$ cat src/rtl/csi_2_packet_decoder.sv
// CSI-2 low-level packet decoder: splits PPI HS byte bursts into header, payload and footer.
// Optional payload CRC-16 check is compiled in with `define CSI2_CRC_CHECK_EN.
module csi_2_packet_decoder (
    input  logic        RxByteClkHS,
    input  logic        ResetN,
    input  logic [7:0]  RxDataHS,
    input  logic        RxValidHS,
    input  logic        RxSyncHS,
    input  logic        RxActiveHS,
    output logic [1:0]  PktVC,
    output logic [5:0]  PktDataType,
    output logic [15:0] PktWordCount,
    output logic        PktHdrValid,
    output logic        ShortPktValid,
    output logic [7:0]  PayloadData,
    output logic        PayloadValid,
    output logic        PayloadLast,
    output logic        PktEnd,
    output logic        ErrEcc,
    output logic        ErrCrc,
    output logic        ErrTrunc
);

    localparam int unsigned WC_W  = 16;
    localparam int unsigned IDX_W = 2;

    typedef enum logic [2:0] {
        S_IDLE,
        S_HDR,
        S_PAYLOAD,
        S_FOOTER,
        S_WAIT_EOT
    } state_e;

    state_e            state_q, state_d;
    logic [IDX_W-1:0]  idx_q, idx_d;
    logic [7:0]        di_q, di_d;
    logic [7:0]        wc_lo_q, wc_lo_d;
    logic [7:0]        wc_hi_q, wc_hi_d;
    logic [WC_W-1:0]   cnt_q, cnt_d;
    logic [1:0]        vc_q, vc_d;
    logic [5:0]        dt_q, dt_d;
    logic [WC_W-1:0]   wc_q, wc_d;
    logic              hdr_valid_q, hdr_valid_d;
    logic              short_valid_q, short_valid_d;
    logic [7:0]        pay_data_q, pay_data_d;
    logic              pay_valid_q, pay_valid_d;
    logic              pay_last_q, pay_last_d;
    logic              pkt_end_q, pkt_end_d;
    logic              err_ecc_q, err_ecc_d;
    logic              err_trunc_q, err_trunc_d;
    logic [5:0]        ecc_calc;

    // CSI-2 header Hamming parity, D0 = DI bit 0, D23 = WC high bit 7
    function automatic logic [5:0] ecc6(input logic [23:0] d);
        logic [5:0] p;
        p[0] = d[0]^d[1]^d[2]^d[4]^d[5]^d[7]^d[10]^d[11]^d[13]^d[16]^d[20]^d[21]^d[22]^d[23];
        p[1] = d[0]^d[1]^d[3]^d[4]^d[6]^d[8]^d[10]^d[12]^d[14]^d[17]^d[20]^d[21]^d[22]^d[23];
        p[2] = d[0]^d[2]^d[3]^d[5]^d[6]^d[9]^d[11]^d[12]^d[15]^d[18]^d[20]^d[21]^d[22];
        p[3] = d[1]^d[2]^d[3]^d[7]^d[8]^d[9]^d[13]^d[14]^d[15]^d[19]^d[20]^d[21]^d[23];
        p[4] = d[4]^d[5]^d[6]^d[7]^d[8]^d[9]^d[16]^d[17]^d[18]^d[19]^d[20]^d[22]^d[23];
        p[5] = d[10]^d[11]^d[12]^d[13]^d[14]^d[15]^d[16]^d[17]^d[18]^d[19]^d[21]^d[22]^d[23];
        return p;
    endfunction

    assign ecc_calc = ecc6({wc_hi_q, wc_lo_q, di_q});

`ifdef CSI2_CRC_CHECK_EN
    logic [15:0] crc_q, crc_d;
    logic [7:0]  crc_lo_q, crc_lo_d;
    logic        err_crc_q, err_crc_d;

    // Reflected CRC-16 (0x8408), one byte LSB first
    function automatic logic [15:0] crc16_byte(input logic [15:0] c, input logic [7:0] b);
        logic [15:0] r;
        r = c ^ {8'h00, b};
        for (int i = 0; i < 8; i++) begin
            r = r[0] ? ((r >> 1) ^ 16'h8408) : (r >> 1);
        end
        return r;
    endfunction
`endif

    always_ff @(posedge RxByteClkHS or negedge ResetN) begin
        if (!ResetN) begin
            state_q       <= S_IDLE;
            idx_q         <= '0;
            di_q          <= '0;
            wc_lo_q       <= '0;
            wc_hi_q       <= '0;
            cnt_q         <= '0;
            vc_q          <= '0;
            dt_q          <= '0;
            wc_q          <= '0;
            hdr_valid_q   <= 1'b0;
            short_valid_q <= 1'b0;
            pay_data_q    <= '0;
            pay_valid_q   <= 1'b0;
            pay_last_q    <= 1'b0;
            pkt_end_q     <= 1'b0;
            err_ecc_q     <= 1'b0;
            err_trunc_q   <= 1'b0;
`ifdef CSI2_CRC_CHECK_EN
            crc_q         <= 16'hFFFF;
            crc_lo_q      <= '0;
            err_crc_q     <= 1'b0;
`endif
        end else begin
            state_q       <= state_d;
            idx_q         <= idx_d;
            di_q          <= di_d;
            wc_lo_q       <= wc_lo_d;
            wc_hi_q       <= wc_hi_d;
            cnt_q         <= cnt_d;
            vc_q          <= vc_d;
            dt_q          <= dt_d;
            wc_q          <= wc_d;
            hdr_valid_q   <= hdr_valid_d;
            short_valid_q <= short_valid_d;
            pay_data_q    <= pay_data_d;
            pay_valid_q   <= pay_valid_d;
            pay_last_q    <= pay_last_d;
            pkt_end_q     <= pkt_end_d;
            err_ecc_q     <= err_ecc_d;
            err_trunc_q   <= err_trunc_d;
`ifdef CSI2_CRC_CHECK_EN
            crc_q         <= crc_d;
            crc_lo_q      <= crc_lo_d;
            err_crc_q     <= err_crc_d;
`endif
        end
    end

    always_comb begin
        state_d       = state_q;
        idx_d         = idx_q;
        di_d          = di_q;
        wc_lo_d       = wc_lo_q;
        wc_hi_d       = wc_hi_q;
        cnt_d         = cnt_q;
        vc_d          = vc_q;
        dt_d          = dt_q;
        wc_d          = wc_q;
        hdr_valid_d   = 1'b0;
        short_valid_d = 1'b0;
        pay_data_d    = pay_data_q;
        pay_valid_d   = 1'b0;
        pay_last_d    = 1'b0;
        pkt_end_d     = 1'b0;
        err_ecc_d     = 1'b0;
        err_trunc_d   = 1'b0;
`ifdef CSI2_CRC_CHECK_EN
        crc_d         = crc_q;
        crc_lo_d      = crc_lo_q;
        err_crc_d     = 1'b0;
`endif

        unique case (state_q)
            S_IDLE: begin
                if (RxValidHS && RxSyncHS) begin
                    di_d    = RxDataHS;
                    idx_d   = IDX_W'(1);
                    state_d = S_HDR;
                end
            end
            S_WAIT_EOT: begin
                if (!RxActiveHS) begin
                    state_d = S_IDLE;
                end
            end
            S_HDR, S_PAYLOAD, S_FOOTER: begin
                if (!RxActiveHS) begin
                    err_trunc_d = 1'b1;
                    state_d     = S_IDLE;
                end else if (RxValidHS && RxSyncHS) begin
                    // Unexpected sync: abandon the packet and restart on this DI
                    err_trunc_d = 1'b1;
                    di_d        = RxDataHS;
                    idx_d       = IDX_W'(1);
                    state_d     = S_HDR;
                end else if (RxValidHS) begin
                    if (state_q == S_HDR) begin
                        if (idx_q == IDX_W'(1)) begin
                            wc_lo_d = RxDataHS;
                            idx_d   = IDX_W'(2);
                        end else if (idx_q == IDX_W'(2)) begin
                            wc_hi_d = RxDataHS;
                            idx_d   = IDX_W'(3);
                        end else if (RxDataHS[5:0] != ecc_calc) begin
                            err_ecc_d = 1'b1;
                            state_d   = S_WAIT_EOT;
                        end else begin
                            vc_d  = di_q[7:6];
                            dt_d  = di_q[5:0];
                            wc_d  = {wc_hi_q, wc_lo_q};
                            idx_d = '0;
`ifdef CSI2_CRC_CHECK_EN
                            crc_d = 16'hFFFF;
`endif
                            if (di_q[5:0] <= 6'h0F) begin
                                short_valid_d = 1'b1;
                                state_d       = S_WAIT_EOT;
                            end else begin
                                hdr_valid_d = 1'b1;
                                cnt_d       = {wc_hi_q, wc_lo_q};
                                state_d     = ({wc_hi_q, wc_lo_q} == '0) ? S_FOOTER : S_PAYLOAD;
                            end
                        end
                    end else if (state_q == S_PAYLOAD) begin
                        pay_data_d  = RxDataHS;
                        pay_valid_d = 1'b1;
                        cnt_d       = cnt_q - WC_W'(1);
`ifdef CSI2_CRC_CHECK_EN
                        crc_d       = crc16_byte(crc_q, RxDataHS);
`endif
                        if (cnt_q == WC_W'(1)) begin
                            pay_last_d = 1'b1;
                            idx_d      = '0;
                            state_d    = S_FOOTER;
                        end
                    end else begin
                        if (idx_q == '0) begin
`ifdef CSI2_CRC_CHECK_EN
                            crc_lo_d = RxDataHS;
`endif
                            idx_d = IDX_W'(1);
                        end else begin
                            pkt_end_d = 1'b1;
`ifdef CSI2_CRC_CHECK_EN
                            err_crc_d = ({RxDataHS, crc_lo_q} != crc_q);
`endif
                            state_d   = S_WAIT_EOT;
                        end
                    end
                end
            end
            default: state_d = S_IDLE;
        endcase
    end

    assign PktVC         = vc_q;
    assign PktDataType   = dt_q;
    assign PktWordCount  = wc_q;
    assign PktHdrValid   = hdr_valid_q;
    assign ShortPktValid = short_valid_q;
    assign PayloadData   = pay_data_q;
    assign PayloadValid  = pay_valid_q;
    assign PayloadLast   = pay_last_q;
    assign PktEnd        = pkt_end_q;
    assign ErrEcc        = err_ecc_q;
    assign ErrTrunc      = err_trunc_q;
`ifdef CSI2_CRC_CHECK_EN
    assign ErrCrc        = err_crc_q;
`else
    assign ErrCrc        = 1'b0;
`endif

endmodule

$ cat config.mk
export PLATFORM = sky130hd
export DESIGN_NAME = csi_2_packet_decoder
export DESIGN_NICKNAME = d
export VERILOG_FILES = /design/src/rtl/csi_2_packet_decoder.sv
export SDC_FILE = /design/constraint.sdc
export NUM_CORES = 1
export LEC_CHECK = 0
export CORE_AREA = 2 2 91 110
export CTS_CLUSTER_SIZE = 20
export DETAILED_ROUTE_END_ITERATION = 16
export DIE_AREA = 0 0 93 112
export PLACE_DENSITY = 0.77
export SYNTH_ARGS = -nofsm -noshare
export SYNTH_HDL_FRONTEND = slang
export SYNTH_SLANG_ARGS = --single-unit
$ cat constraint.sdc
create_clock -name RxByteClkHS -period 3.1 [get_ports RxByteClkHS]
set_clock_uncertainty 0.05 [all_clocks]
set_input_delay 0.62 -clock RxByteClkHS [delete_from_list [all_inputs] [get_ports RxByteClkHS]]
set_output_delay 0.62 -clock RxByteClkHS [all_outputs]
set_load 0.01 [all_outputs]
### After elaboration in Yosys (flattened, before gate mapping)

Cells that the tools add are included.

| storage, ports and cells | value |
|---|---|
| flip-flop bits (word level) | 84 |
| output and inout bits | 40 |
| logic and storage cells | 221 |

| operators by class | value |
|---|---|
| add/subtract/negate cells | 1 |
| magnitude comparators | 1 |
| equality and inequality tests | 24 |
| multiplexer cells | 85 |
| bitwise logic cells | 78 |
| reductions and logical operators | 15 |

Operator list:

| operator | number |
|---|---|
| $mux 16 | 6 |
| $xor 1x1->1 | 73 |
| $mux 1 | 50 |
| $mux 3 | 13 |
| $mux 2 | 11 |
| $reduce_and 7->1 | 3 |
| $ne 5x5->1 const B | 4 |
| $ne 6x6->1 const B | 3 |
| $eq 16x1->1 const B | 1 |
| $logic_not 16->1 | 1 |
| $mux 8 | 2 |
| $pmux 8 s2 | 1 |
| $sub 16x1->16 const B | 1 |
| $ne 2x2->1 const B | 7 |
| $reduce_and 6->1 | 2 |
| $pmux 3 s3 | 1 |
| $reduce_and 9->1 | 1 |
| $reduce_and 8->1 | 1 |
| $eq 3x2->1 const B | 2 |
| $le 6x4->1 const B | 1 |
| $ne 6x6->1 | 1 |
| $not 1->1 | 5 |
| $ne 4x4->1 const B | 1 |
| $pmux 2 s2 | 1 |
| other kinds (11) | 12 |

### Longest topological paths before layout

| depth | value |
|---|---|
| word-level depth | 22 |
| mapped depth | 10 |
| depth with buffers taken out | 9 |

### Worst setup path after synthesis

No wires, ideal clock.

| path | value |
|---|---|
| path type | reg2reg |
| from | register wc_lo_q[3] |
| to | register wc_q[10], in the netlist PktWordCount[10] |
| library setup time | 128 ps |
| arrival time | 2882 ps |
| required time | 2922 ps |
| path slack | 40 ps |
| cell stages (with the launch flop) | 11 |
| path buffers | 1 |
| period minus slack after synthesis | 3060 ps |
| cell sequence | dfrtp_1 inv_1 ha_1 xnor3_1 xor2_1 xnor2_1 or3_1 a222oi_1 nand2_2 buf_2 mux2_1 |

| between the ends | value |
|---|---|
| word-level cells in the longest chain between the ends | 15 |
| elaborated cells on any way between the ends | 29 |

Ends and longest elaborated chain:

| what | line | source |
|---|---|---|
| start, declared | 38 | `logic [7:0] wc_lo_q, wc_lo_d;` |
| start signal, assigned | 112 | `wc_lo_q <= wc_lo_d;` |
| $xor 1x1->1 (12 in a row) | 62 | `p[5] = d[10]^d[11]^d[12]^d[13]^d[14]^d[15]^d[16]^d[17]^d[18]^d[19]^d[21]^d[22]^d[23];` |
| $ne 6x6->1 (*) | 189 | `end else if (RxDataHS[5:0] != ecc_calc) begin` |
| $not 1->1 (no line) (*) | -- |  |
| $reduce_and 8->1 (no line) (*) | -- |  |
| end signal, assigned | 117 | `wc_q <= wc_d;` |
| end, declared | 43 | `logic [WC_W-1:0] wc_q, wc_d;` |

Mark *: on every way between the ends. The rest lies on a longest branch, timed or not.
A chain may end at the register's enable or synchronous reset.

### Final worst setup path

| path | value |
|---|---|
| from | register wc_lo_q[3] |
| to | register wc_q[12], in the netlist PktWordCount[12] |

The elaborated chain is that of the path after synthesis.

==> impl_metrics.yaml <==
outcome:
  outcome: "finished clean"
floorplan:
  die_extent_in_x_microns: 93
  die_height_microns: 112
  initial_core_util: 0.487
  fp.dieArea_sq_um: 10400
  ios: 53
  core_area_sq_um: 9370
  number_of_core_rows: 39
timing:
  worst_slew_pin_slew_ps: 639
  timing.final.crit_share: 0.979
  setup-violations-final: 0
  report.final.slew_viol_count: 0
  max_clock_freq_mhz: 329
  layout_min_cycle_time_ps: 3040
  timing.max_slew.rel_slack: 0.574
  report.final.hold_viol_count: 0
  worst_hold_slack_ps: 254
logic_synthesis:
  post_synth_instance_area_sq_um: 4560
  ys_warns: 0
  yosys_register_bits: 84
  complex_gate_fraction_of_the_synthesized_area: 0.104
  synth.lib_cells_used.distinct: 53
  yosys.area_share.simple: 0.152
  asyncSetResetFlopFracSynth: 1.00
  synth_xor_xnor_area_share: 0.109
  number_of_flops_mapped_to_enable_cells_by_yosys: 0
  syn-mean-instance-area_sq_um: 10.4
  synth_sequential_area_ratio: 0.461
  synthesis.nets: 458
  synth_top_family_by_area: "simple AND/OR/NAND/NOR gates"
  yosys_most_used_dff: "sky130_fd_sc_hd__dfrtp_1"
  synth-adder-area-share: 0.0219
  multiplexer_share_of_the_synthesized_area: 0.118
  syn_inst: 437
run:
  number_of_max_cap_violations: 0
routing:
  vias: 3698
  dr_wl_cell_microns: 18.6
  drt.antenna.violating_nets: 0
  detailedRoute.firstPassIterationCount: 6
  vias_per_cell: 5.74
  routed_wl_microns: 12000
  residual_drc_count: 0
  detailedRoute.firstIterationViolations: 365
critical_path:
  cp-start-kind: "flop"
  crit_fanout: 8
  crit_arrival_ps: 3210
  critPathLaunch: "wc_lo_q[3]"
  reg2reg_from: "wc_lo_q[3]"
  cp.required_ps: 3270
  critical_path_class: "flop to flop"
  critPathCaptureType: "flop"
finish:
  layout-drive-gt1-share: 0.190
  layout.nets: 537
  layoutNonFillerInstCount: 644
  antenna_cells_inserted: 0
  synthToLayoutAreaGrowth_pct: 27.3
min_path:
  hold_path_class: "primary input to asynchronous set/reset pin"
placed_design:
  dp.final_hpwl_microns: 8460
  numPortBuffers: 51
  dpl.cell_count: 623
  gp_congestion: 0.940
pwr:
  sequentialPowerShare: 0.304
  power_frac_comb: 0.487
  p_sw_uw: 1730
  ir_drop_mv: 0.480
  p_leak_uw: 0.00271
  netSwitchingFraction: 0.366
  internal_power_uw: 2990
  power_density_nw_per_um2: 812
  clkPwrFrac: 0.209
global_route:
  global_route.usage.total: 0.240
  global_route.overflow_total: 0
  grt_max_degree: 50
  grt_first_pass_wirelength_microns: 19200
  antenna_found_initial: 0
  vias_in_the_first_global_route: 3743
clock_network:
  cts.path.max_buffers: 2
  clock-sinks: 84
  h-tree-depth: 3
  worst_setup_hold_path_clk_slew_ps: 60
  cts_tree: "done"
  worst_skew_pair.late_latency_ps: 340
  tritoncts.num_buffers: 9
  clk_root_buffer_cell: "sky130_fd_sc_hd__clkbuf_16"
==> kinds of logic (layout without fill, tap and decap cells) <==
kind of cell,after synthesis,in the layout
adder cells (fa/ha/maj),8,8
XOR/XNOR,41,41
buffers and inverters,37,121
flip-flops,84,84
AO/OA/AOI/OAI,68,68
AND/OR/NAND/NOR,150,150
other,1,1
multiplexers,48,48
==> path summary, 6_finish.rpt <==
path | to | slack [ps] | cells after the start
max reg2reg | PktWordCount[12] | 60 | 11
max | PktWordCount[12] | 60 | 11
min reg2reg | PayloadData[2] | 430 | 2
min in group RxByteClkHS | PayloadData[2] | 430 | 2
min | PktWordCount[13] | 250 | 1
max in group asynchronous | PayloadLast | 2110 | 2
==> placed cells by master, fill, tap and decap left out, types with 6 or more instances in the layout <==
cell type / synthesis / routed
sky130_fd_sc_hd__dfrtp_1: 84 / 82
sky130_fd_sc_hd__nand2_1: 60 / 60
sky130_fd_sc_hd__clkdlybuf4s50_1: 0 / 47
sky130_fd_sc_hd__buf_4: 2 / 36
sky130_fd_sc_hd__nor2_1: 30 / 30
sky130_fd_sc_hd__mux2_2: 28 / 28
sky130_fd_sc_hd__xnor2_1: 23 / 21
sky130_fd_sc_hd__mux2_1: 19 / 19
sky130_fd_sc_hd__nand3_1: 16 / 16
sky130_fd_sc_hd__a21oi_1: 16 / 16
sky130_fd_sc_hd__inv_1: 15 / 14
sky130_fd_sc_hd__nor3_1: 13 / 13
sky130_fd_sc_hd__clkbuf_16: 0 / 10
sky130_fd_sc_hd__xnor3_1: 9 / 9
sky130_fd_sc_hd__o221ai_1: 9 / 9
sky130_fd_sc_hd__a31oi_1: 7 / 7
sky130_fd_sc_hd__o21ai_0: 7 / 7
sky130_fd_sc_hd__ha_1: 8 / 7
sky130_fd_sc_hd__or3_1: 8 / 6
==> layout make-up <==
class / instances / area [sq um]
inverters: 15 / 56.3
repair buffers: 90 / 851
clock buffers: 11 / 233
flip-flops and latches: 84 / 2100
multi-input cells: 316 / 2370
well taps: 123 / 154
clock inverters: 5 / 37.5
fillers: 757 / 3560
==> layer usage <==
layer / track usage / vias up / wire length [microns] / part of all wire
met5: 0 / - / 0 / 0
met4: 0.122 / 0 / 490 / 0.041
met3: 0.0474 / 37 / 619 / 0.052
met2: 0.394 / 138 / 6170 / 0.51
met1: 0.301 / 1819 / 4730 / 0.39
li1: - / 1704 / - / -
==> power by group through the flow <==
stage / Clock [uW] / Combinational (uW) / Sequential, uW
after floorplan: 0 / 1530 / 1370
after global placement: 0 / 2020 / 1440
after detailed placement: 0 / 2060 / 1450
after CTS: 1000 / 2100 / 1430
after global routing: 1050 / 2460 / 1450
final: 989 / 2300 / 1430
==> Yosys cell counts, types with 3 or more instances <==
cell	count	area share
sky130_fd_sc_hd__dfrtp_1	84	0.46
sky130_fd_sc_hd__nand2_1	60	0.049
sky130_fd_sc_hd__nor2_1	30	0.025
sky130_fd_sc_hd__mux2_2	28	0.069
sky130_fd_sc_hd__xnor2_1	23	0.044
sky130_fd_sc_hd__mux2_1	19	0.047
sky130_fd_sc_hd__a21oi_1	16	0.018
sky130_fd_sc_hd__nand3_1	16	0.018
sky130_fd_sc_hd__inv_1	15	0.012
sky130_fd_sc_hd__clkbuf_1	14	0.012
sky130_fd_sc_hd__nor3_1	13	0.014
sky130_fd_sc_hd__o221ai_1	9	0.017
sky130_fd_sc_hd__xnor3_1	9	0.044
sky130_fd_sc_hd__ha_1	8	0.022
sky130_fd_sc_hd__or3_1	8	0.011
sky130_fd_sc_hd__a31oi_1	7	0.0096
sky130_fd_sc_hd__o21ai_0	7	0.0077
sky130_fd_sc_hd__xor2_1	7	0.013
sky130_fd_sc_hd__buf_2	6	0.0066
sky130_fd_sc_hd__and3_1	5	0.0069
sky130_fd_sc_hd__a211oi_1	4	0.0066
sky130_fd_sc_hd__a2bb2oi_1	4	0.0077
sky130_fd_sc_hd__nor4_1	4	0.0055
sky130_fd_sc_hd__a22o_1	3	0.0058
==> flip-flops by register name, summed over array words and instances (netlist names) <==
| signal | count |
|---|---|
| PktWordCount | 16 |
| PktHdrValid | 1 |
| PayloadLast | 1 |
| PktDataType | 6 |
| PktEnd | 1 |
| ErrTrunc | 1 |
| di_q | 8 |
| idx_q | 2 |
| wc_lo_q | 8 |
| wc_hi_q | 8 |
| PayloadValid | 1 |
| ErrEcc | 1 |
| cnt_q | 16 |
| state_q | 3 |
| PayloadData | 8 |
| ShortPktValid | 1 |
| PktVC | 2 |
==> timing repair <==
item	4_1_cts	5_1_grt
hold buffers	0	0
resized for setup	4	12
buffers inserted	1	3
pin swaps	4	2
gates cloned	0	1
setup endpoints to repair	32	33
==> worst max-delay path: stages, from the launching register on <==
cell and delay (ps):
sky130_fd_sc_hd__dfrtp_1 360, sky130_fd_sc_hd__inv_1 80, sky130_fd_sc_hd__ha_4 280, sky130_fd_sc_hd__xnor3_1 390, sky130_fd_sc_hd__xor2_1 170, sky130_fd_sc_hd__xnor2_1 150, sky130_fd_sc_hd__or3_1 350, sky130_fd_sc_hd__a222oi_1 320
sky130_fd_sc_hd__buf_4 210, sky130_fd_sc_hd__nand2_8 70, sky130_fd_sc_hd__clkbuf_16 190, sky130_fd_sc_hd__mux2_1 300
==> stage by stage <==
stage	instance area, sq um	total power (uW)	worst slack [ps]	setup TNS (ps)	util
after CTS	5700	4530	3.09	0	0.609
after global placement	5410	3460	-331	-12610	0.577
final	5810	4720	64.0	0	0.620
after global routing	5810	4960	-17.9	-57.3	0.620
after detailed placement	5410	3510	-448	-17190	0.577
after floorplan	4560	2910	40.0	0	-
Power figures use the tool's default switching activity.
